## config.mk

```make
export PLATFORM = sky130hd
export DESIGN_NAME = shift_reg_ctrl
export DESIGN_NICKNAME = d
export VERILOG_FILES = /design/src/rtl/shift_reg_ctrl_pkg.sv /design/src/rtl/shift_step_counter.sv /design/src/rtl/shift_reg_ctrl.sv
export SDC_FILE = /design/constraint.sdc
export NUM_CORES = 1
export LEC_CHECK = 0
export BUFFER_PORTS_ARGS = -buffer_cell sky130_fd_sc_hd__buf_2
export CORE_UTILIZATION = 48
export DETAILED_ROUTE_END_ITERATION = 12
export PLACE_DENSITY = 0.76
export SYNTH_ARGS = -nofsm -noshare
export SYNTH_HDL_FRONTEND = slang
export SYNTH_SLANG_ARGS = --single-unit
export TNS_END_PERCENT = 5
```

## constraint.sdc

```tcl
create_clock -name CLK -period 1.99 [get_ports CLK]
set_clock_uncertainty 0.1 [all_clocks]
set_input_delay 0.597 -clock CLK [delete_from_list [all_inputs] [get_ports CLK]]
set_output_delay 0.597 -clock CLK [all_outputs]
set_load 0.01 [all_outputs]
```

## src/rtl/shift_reg_ctrl_pkg.sv

```systemverilog
// shift_reg_ctrl_pkg: register4 pin encodings, command opcodes and sequencer states.
package shift_reg_ctrl_pkg;
   typedef enum logic [2:0] {IDLE, LOAD, SHIFT, ROTATE, FIN} state_t;
   localparam logic [1:0] MODO_SHIFT  = 2'b00;
   localparam logic [1:0] MODO_ROTATE = 2'b01;
   localparam logic [1:0] MODO_LOAD   = 2'b10;
   localparam logic [1:0] OP_LOAD = 2'b00;
   localparam logic [1:0] OP_SER  = 2'b01;
   localparam logic [1:0] OP_ROT  = 2'b10;
   localparam int SER_BITS = 4;
endpackage

```

## src/rtl/shift_step_counter.sv

```systemverilog
// shift_step_counter: loadable down-counter with enable; last flags the final step.
module shift_step_counter #(
   parameter int W = 4
) (
   input  logic         clk,
   input  logic         rst_n,
   input  logic         load,
   input  logic         en,
   input  logic [W-1:0] value,
   output logic         last
);
   logic [W-1:0] cnt;
   always_ff @(posedge clk or negedge rst_n)
      if (!rst_n) cnt <= '0;
      else if (load) cnt <= value;
      else if (en && cnt != '0) cnt <= cnt - 1'b1;
   assign last = cnt == W'(1);
endmodule

```

## src/rtl/shift_reg_ctrl.sv

```systemverilog
// shift_reg_ctrl: command sequencer driving a register4 through load, serialize and rotate.
module shift_reg_ctrl
   import shift_reg_ctrl_pkg::*;
#(
   parameter int   CW   = 3,
   parameter logic FILL = 1'b0
) (
   input  logic          CLK,
   input  logic          RST_N,
   input  logic          REQ_VALID,
   output logic          REQ_READY,
   input  logic [1:0]    REQ_OP,
   input  logic          REQ_DIR,
   input  logic [3:0]    REQ_DATA,
   input  logic [CW-1:0] REQ_COUNT,
   input  logic          HOLD,
   output logic          REG_ENB,
   output logic [1:0]    REG_MODO,
   output logic          REG_DIR,
   output logic [3:0]    REG_D,
   output logic          REG_S_IN,
   input  logic          REG_S_OUT,
   output logic          SER_OUT,
   output logic          SER_VALID,
   output logic          BUSY,
   output logic          DONE
);
   state_t        state, nxt;
   logic [1:0]    op;
   logic          dir;
   logic [3:0]    data;
   logic [CW-1:0] count;
   logic          last, step;
   always_ff @(posedge CLK or negedge RST_N)
      if (!RST_N) begin
         state <= IDLE;
         op    <= '0;
         dir   <= 1'b0;
         data  <= '0;
         count <= '0;
      end else begin
         state <= nxt;
         if (state == IDLE && REQ_VALID) begin
            op    <= REQ_OP;
            dir   <= REQ_DIR;
            data  <= REQ_DATA;
            count <= REQ_COUNT;
         end
      end
   assign step = (state == SHIFT || state == ROTATE) && !HOLD;
   shift_step_counter #(.W(CW + 1)) u_cnt (
      .clk   (CLK),
      .rst_n (RST_N),
      .load  (state == LOAD),
      .en    (step),
      .value (op == OP_SER ? (CW + 1)'(SER_BITS) : {1'b0, count}),
      .last  (last)
   );
   always_comb begin
      nxt       = state;
      REQ_READY = 1'b0;
      REG_ENB   = 1'b0;
      REG_MODO  = MODO_SHIFT;
      REG_DIR   = 1'b0;
      REG_S_IN  = 1'b0;
      SER_VALID = 1'b0;
      DONE      = 1'b0;
      case (state)
         IDLE: begin
            REQ_READY = 1'b1;
            if (REQ_VALID) nxt = LOAD;
         end
         LOAD: begin
            REG_ENB  = 1'b1;
            REG_MODO = MODO_LOAD;
            nxt = op == OP_SER ? SHIFT : (op == OP_ROT && count != '0) ? ROTATE : FIN;
         end
         SHIFT: begin
            REG_DIR   = dir;
            REG_S_IN  = FILL;
            REG_ENB   = !HOLD;
            SER_VALID = !HOLD;
            if (step && last) nxt = FIN;
         end
         ROTATE: begin
            REG_MODO = MODO_ROTATE;
            REG_DIR  = dir;
            REG_ENB  = !HOLD;
            if (step && last) nxt = FIN;
         end
         FIN: begin
            DONE = 1'b1;
            nxt  = IDLE;
         end
         default: nxt = IDLE;
      endcase
   end
   assign BUSY    = state != IDLE;
   assign REG_D   = data;
   assign SER_OUT = REG_S_OUT;
endmodule

```

==> flow_summary.toml, run 1 <==
[logic_synthesis]
netlist_instances = 80
synth-seq-area-share = 0.476
synth_commonest_cells = "17 x dfrtp_1, 10 x mux2_2, 5 x inv_1, 4 x nor3_1, 4 x nor3b_1"
async_flop_share = 1.00
synth_fp_nets = 97
ys_seq_elements = 17
synth_top_area_frac = 0.476
syn_area_per_cell_um2 = 11.2
ys_types = 34
synthTopCellsByArea = "dfrtp_1 48%, mux2_2 13%, nor3b_1 3.4%"
ys_warn_count = 0
yosys_most_used_dff = "dfrtp_1"
synth.largest_area_cell = "dfrtp_1"
synth_edf_count = 0
post-synth-top-count-cell = "dfrtp_1"
syn_area_um2 = 893

[timing]
fin_crit_ns = 2.02
holdWs_ns = 0.104
max_freq_ghz = 0.494
rsz0062_at_grt = "true"
worst_slack_ns = -0.0339
setup_viol = 2
slew_viol_final = 0
finalCritPeriodShare = 1.02
setup_tns_ns = -0.0514
finalHoldViolations = 0

[clocking]
insertion_delay_ns = 0.29
htree_levels = 1
tritoncts = "built"
clockBufferDepth = 2
numCtsBuffers = 3
cts-root-buf = "clkbuf_4"
hold_buffers = 0
clock-sinks = 17
clk_pin_slew_ns = 0.10

[finish]
postLayoutCoreUtil = 0.691
syn2layout_area_growth_pct = 33.5
diodes = 0
drive_above_1_share = 0.576
final.fill_count = 144
fin_nets = 136

[floorplanning]
io_pins = 29
fp-row-count = 15
core_mm2 = 0.00173
die_area_mm2 = 0.00204
dieHeight_um = 45.1
start_util = 0.517
die-width_um = 45.1

[power]
p_comb_frac = 0.528
p_clk_frac = 0.106
intPower_uw = 1110
swShare = 0.376
p_seq_frac = 0.366
switching_power_uw = 668
leakage_uw = 0.000570
max-vdd-ir-drop_uv = 845
cellPowerDensity_mw_per_mm2 = 1490

[critical_path]
path_cells = "or3b_4, nor2_1, buf_2"
setup.worst_path.end_class = "primary output"
slowest_stage = "dfrtp_1"
critPathLaunchType = "register"
r2r_slack_ns = 0.11
critPathMaxFanout = 5
cp_num_buf_inv = 1
critPathTopFamily = "simple AND/OR/NAND/NOR gates"
crit_path_max_incr_delay_ns = 0.43
critical_path_class = "register to primary output"
worstPathRequired_ns = 1.29
cp_data_arrival_time_ns = 1.33

[detailed_routing]
drtIter0Drc = 12
drc_errors = 0
dr_total_vias = 776
detail-route-antenna-nets = 0
via_per_inst = 5.43
firstDrtPassIters = 5
routed_wl_um = 1880
avgRoutedWirePerCell_um = 13.1

[place]
hpwl_um = 1300
io_buffers = 25
gp_congestion = 0.797

[grt]
grt_use_total = 0.208
grt-ovfl-total = 0
grt_first_pass_wirelength_um = 2930
grt_start_max_net_pins = 18
grt_pass1_vias = 723
antenna_found_initial = 0

[run_status]
violations = "negative setup slack"
status = "finished with violations"

[job]
cap_violations = 0

[worst_hold_path]
hold_path.class = "primary input to async pin"
[registers in the layout, summed over array words and instances, names as in the netlist]
signal     count
op             2
state          3
count          3
REG_D          4
u_cnt.cnt      4
dir            1
[path summary, 6_finish.rpt]
kind,startpoint,end,depth (start not counted)
max,state[2],SER_VALID,3
min in group CLK,REG_D[3],REG_D[3],1
max reg2reg,state[2],u_cnt.cnt[1],5
min,RST_N,state[2],1
max in group asynchronous,RST_N,state[1],1
min reg2reg,REG_D[3],REG_D[3],1
[metal layers]
metal,global-route usage,share of wire,up-vias
met1,0.250,0.42,371
li1,-,-,360
met3,0.0560,0.076,8
met5,0,0,-
met4,0.121,0.031,0
met2,0.333,0.47,37
[placed cells by master (no fill, tap or decap), drive strengths merged, types with 2 or more instances in the layout]
| cell | Yosys | layout |
|---|---|---|
| a211oi | 2 | 2 |
| ha | 2 | 2 |
| a21oi | 3 | 3 |
| o211ai | 2 | 2 |
| o21ai | 3 | 3 |
| clkbuf | 2 | 4 |
| nand3 | 2 | 2 |
| or3 | 3 | 3 |
| and2 | 2 | 2 |
| nor3b | 4 | 4 |
| buf | 4 | 40 |
| nand2b | 2 | 2 |
| mux2 | 10 | 10 |
| or3b | 2 | 2 |
| dfrtp | 17 | 17 |
| inv | 5 | 5 |
| nor2 | 2 | 2 |
| nor3 | 4 | 4 |
[layout make-up]
| cell class | instances | area, µm² | area share |
|---|---|---|---|
| inverters | 5 | 18.8 | 0.0157 |
| multi-input cells | 52 | 438 | 0.367 |
| well taps | 25 | 31.3 | 0.0262 |
| repair buffers | 40 | 251 | 0.211 |
| clock buffers | 4 | 26.3 | 0.0220 |
| flip-flops and latches | 17 | 427 | 0.358 |
[per-stage QoR]
step | cell area [µm²] | instances | power (µW) | setup slack, ns
after floorplan | 893 | 80 | 1160 | 0.0515
after detailed placement | 1080 | 133 | 1440 | -0.0576
after global routing | 1190 | 143 | 1910 | -0.104
after global placement | 1080 | 133 | 1410 | -0.0196
final | 1190 | 143 | 1780 | -0.0339
after CTS | 1160 | 142 | 1730 | -0.0413
[cell families after synthesis]
group | count (synthesis) | share of synthesized area
adder cells (fa/ha/maj) | 2 | 0.0280
AO/OA/AOI/OAI | 13 | 0.0966
other | 1 | 0.00420
buffers and inverters | 11 | 0.0658
multiplexers | 11 | 0.137
AND/OR/NAND/NOR | 25 | 0.192
flip-flops | 17 | 0.476
[power groups by stage]
stage                     sequential, µW  clock [µW]  combinational, µW
after global placement               648           0                764
after floorplan                      641           0                517
after global routing                 680         207               1020
after detailed placement             658           0                786
final                                651         188                939
after CTS                            646         193                893
[what timing repair did]
item / CTS / global route
resized for setup: 7 / 6
setup buffers: 5 / 1
pin swaps: 3 / 0
endpoints found under the setup margin: 4 / 7
(Power assumes the default switching activity.)
==> run 2: changes to the inputs <==
Settings changed: CTS_BUF_LIST set to sky130_fd_sc_hd__clkbuf_16.
==> run 2 against run 1 <==
Compared with the run above:
- the run still ends with negative setup slack left
- critical path depth up 1
- fmax up 0.46%
- sequential share of layout area down 0.88 points
- setup slack better by 0.0093 ns
- final area up 2.5%
- non-clock buffer count down 1
- worst hold slack better by 0.062 ns
- global-route usage up 0.49 points
- register-to-register slack about the same
- critical path type is now primary input to primary output
- critical endpoint unchanged
- largest cell class unchanged
==> flow_summary.toml, run 2 (same netlist as run 1, synthesis figures left out) <==
[detailed_routing]
avgRoutedWirePerCell_um = 13.2
via_per_inst = 5.35
drtIter0Drc = 6
drc_errors = 0
routed_wl_um = 1880
firstDrtPassIters = 4
dr_total_vias = 760
detail-route-antenna-nets = 0

[timing]
finalHoldViolations = 0
max_freq_ghz = 0.496
finalCritPeriodShare = 1.01
holdWs_ns = 0.166
fin_crit_ns = 2.01
slew_viol_final = 0
setup_viol = 1
worst_slack_ns = -0.0246
rsz0062_at_grt = "true"
setup_tns_ns = -0.0246

[critical_path]
cp_data_arrival_time_ns = 1.32
setup.worst_path.end_class = "primary output"
path_cells = "buf_6, or3b_4, nor2_1, buf_2"
critical_path_class = "primary input to primary output"
critPathMaxFanout = 3
worstPathRequired_ns = 1.29
slowest_stage = "or3b_4"
crit_path_max_incr_delay_ns = 0.40
critPathLaunchType = "primary input"

[grt]
grt_use_total = 0.213
grt_use_met2 = 0.339
grt-busiest-layer = "met2"
use_met3 = 0.0440
grt_first_pass_wirelength_um = 3020
grt-ovfl-total = 0
grt_start_max_net_pins = 18
grt_util_met1 = 0.249
antenna_found_initial = 0
grt_pass1_vias = 745

[clocking]
insertion_delay_ns = 0.25
hold_buffers = 0
htree_levels = 1
clock-sinks = 17
clk_pin_slew_ns = 0.05
cts-root-buf = "clkbuf_16"
tritoncts = "built"
clockBufferDepth = 2
numCtsBuffers = 3

[job]
cap_violations = 0

[floorplanning]
fp-row-count = 15
die-width_um = 45.1
die_area_mm2 = 0.00204
core_mm2 = 0.00173
io_pins = 29
start_util = 0.517
dieHeight_um = 45.1

[finish]
syn2layout_area_growth_pct = 36.8
fin_nets = 135
layout_commonest_cell = "buf_2"
drive_above_1_share = 0.547
stdcell_area_mm2 = 0.00122
postLayoutCoreUtil = 0.708
final.fill_count = 139
final_cell_mix = "24 x buf_2, 16 x dfrtp_1, 14 x buf_4"
diodes = 0

[power]
p_total_uw = 1940
max-vdd-ir-drop_uv = 919
cellPowerDensity_mw_per_mm2 = 1580
leakage_uw = 0.000589

[place]
placed_area_mm2 = 0.00108
gp_congestion = 0.797
io_buffers = 25
hpwl_um = 1300

[run_status]
status = "finished with violations"
violations = "negative setup slack"

[worst_hold_path]
hold_path.class = "primary input to async pin"
==> run 2: cell types whose count changed in the layout (fill, tap and decap cells not counted), moves of 2 or more <==
cell / before / now
inv_1: 3 / 5
buf_6: 3 / 1
clkbuf_4: 3 / 0
clkbuf_16: 0 / 3
==> run 2: final cells by class <==
class                   count  area (µm²)  area share
clock buffers               3        75.1      0.0614
clock inverters             1        3.75     0.00307
well taps                  25        31.3      0.0256
repair buffers             39         236       0.193
inverters                   5        18.8      0.0154
flip-flops and latches     17         427       0.349
multi-input cells          52         430       0.352
==> run 2: timing repair <==
| action | in CTS | in global routing |
|---|---|---|
| endpoints found under the hold margin | 0 | 0 |
| pin swaps | 0 | 3 |
| buffers inserted | 3 | 2 |
| resized for setup | 4 | 4 |
| setup endpoints to repair | 4 | 5 |
==> run 2: worst paths after layout <==
| kind | start | endpoint | slack (ns) | cells after the start |
|---|---|---|---|---|
| max | HOLD | SER_VALID | -0.02 | 4 |
| min | RST_N | state[2] | 0.17 | 1 |
| max reg2reg | state[1] | u_cnt.cnt[1] | 0.11 | 5 |
| min reg2reg | REG_D[3] | REG_D[3] | 0.40 | 1 |
| max in group asynchronous | RST_N | state[0] | 1.33 | 1 |
| min in group CLK | REG_D[3] | REG_D[3] | 0.40 | 1 |
==> run 2: critical path: cells and delay by family <==
| kind | cells | cell delay (ns) |
|---|---|---|
| simple gates | 2 | 0.50 |
| buf+inv | 2 | 0.22 |
==> run 2: per-stage QoR <==
stage,instances,worst slack [ns]
after floorplan,80,0.0515
after global placement,133,-0.0196
after detailed placement,133,-0.0576
after CTS,140,-0.0117
after global routing,142,-0.0595
final,142,-0.0246
==> run 2: power by group <==
| part | internal, µW | total [µW] | switching, µW |
|---|---|---|---|
| sequential | 519 | 662 | 143 |
| combinational | 480 | 878 | 398 |
| clock | 267 | 395 | 128 |
==> run 2: per-layer routing <==
metal  vias to the layer above  wire, µm
met2                        33       948
met1                       365       797
met3                         4       100
met5                         -         0
met4                         0        34
li1                        358         -
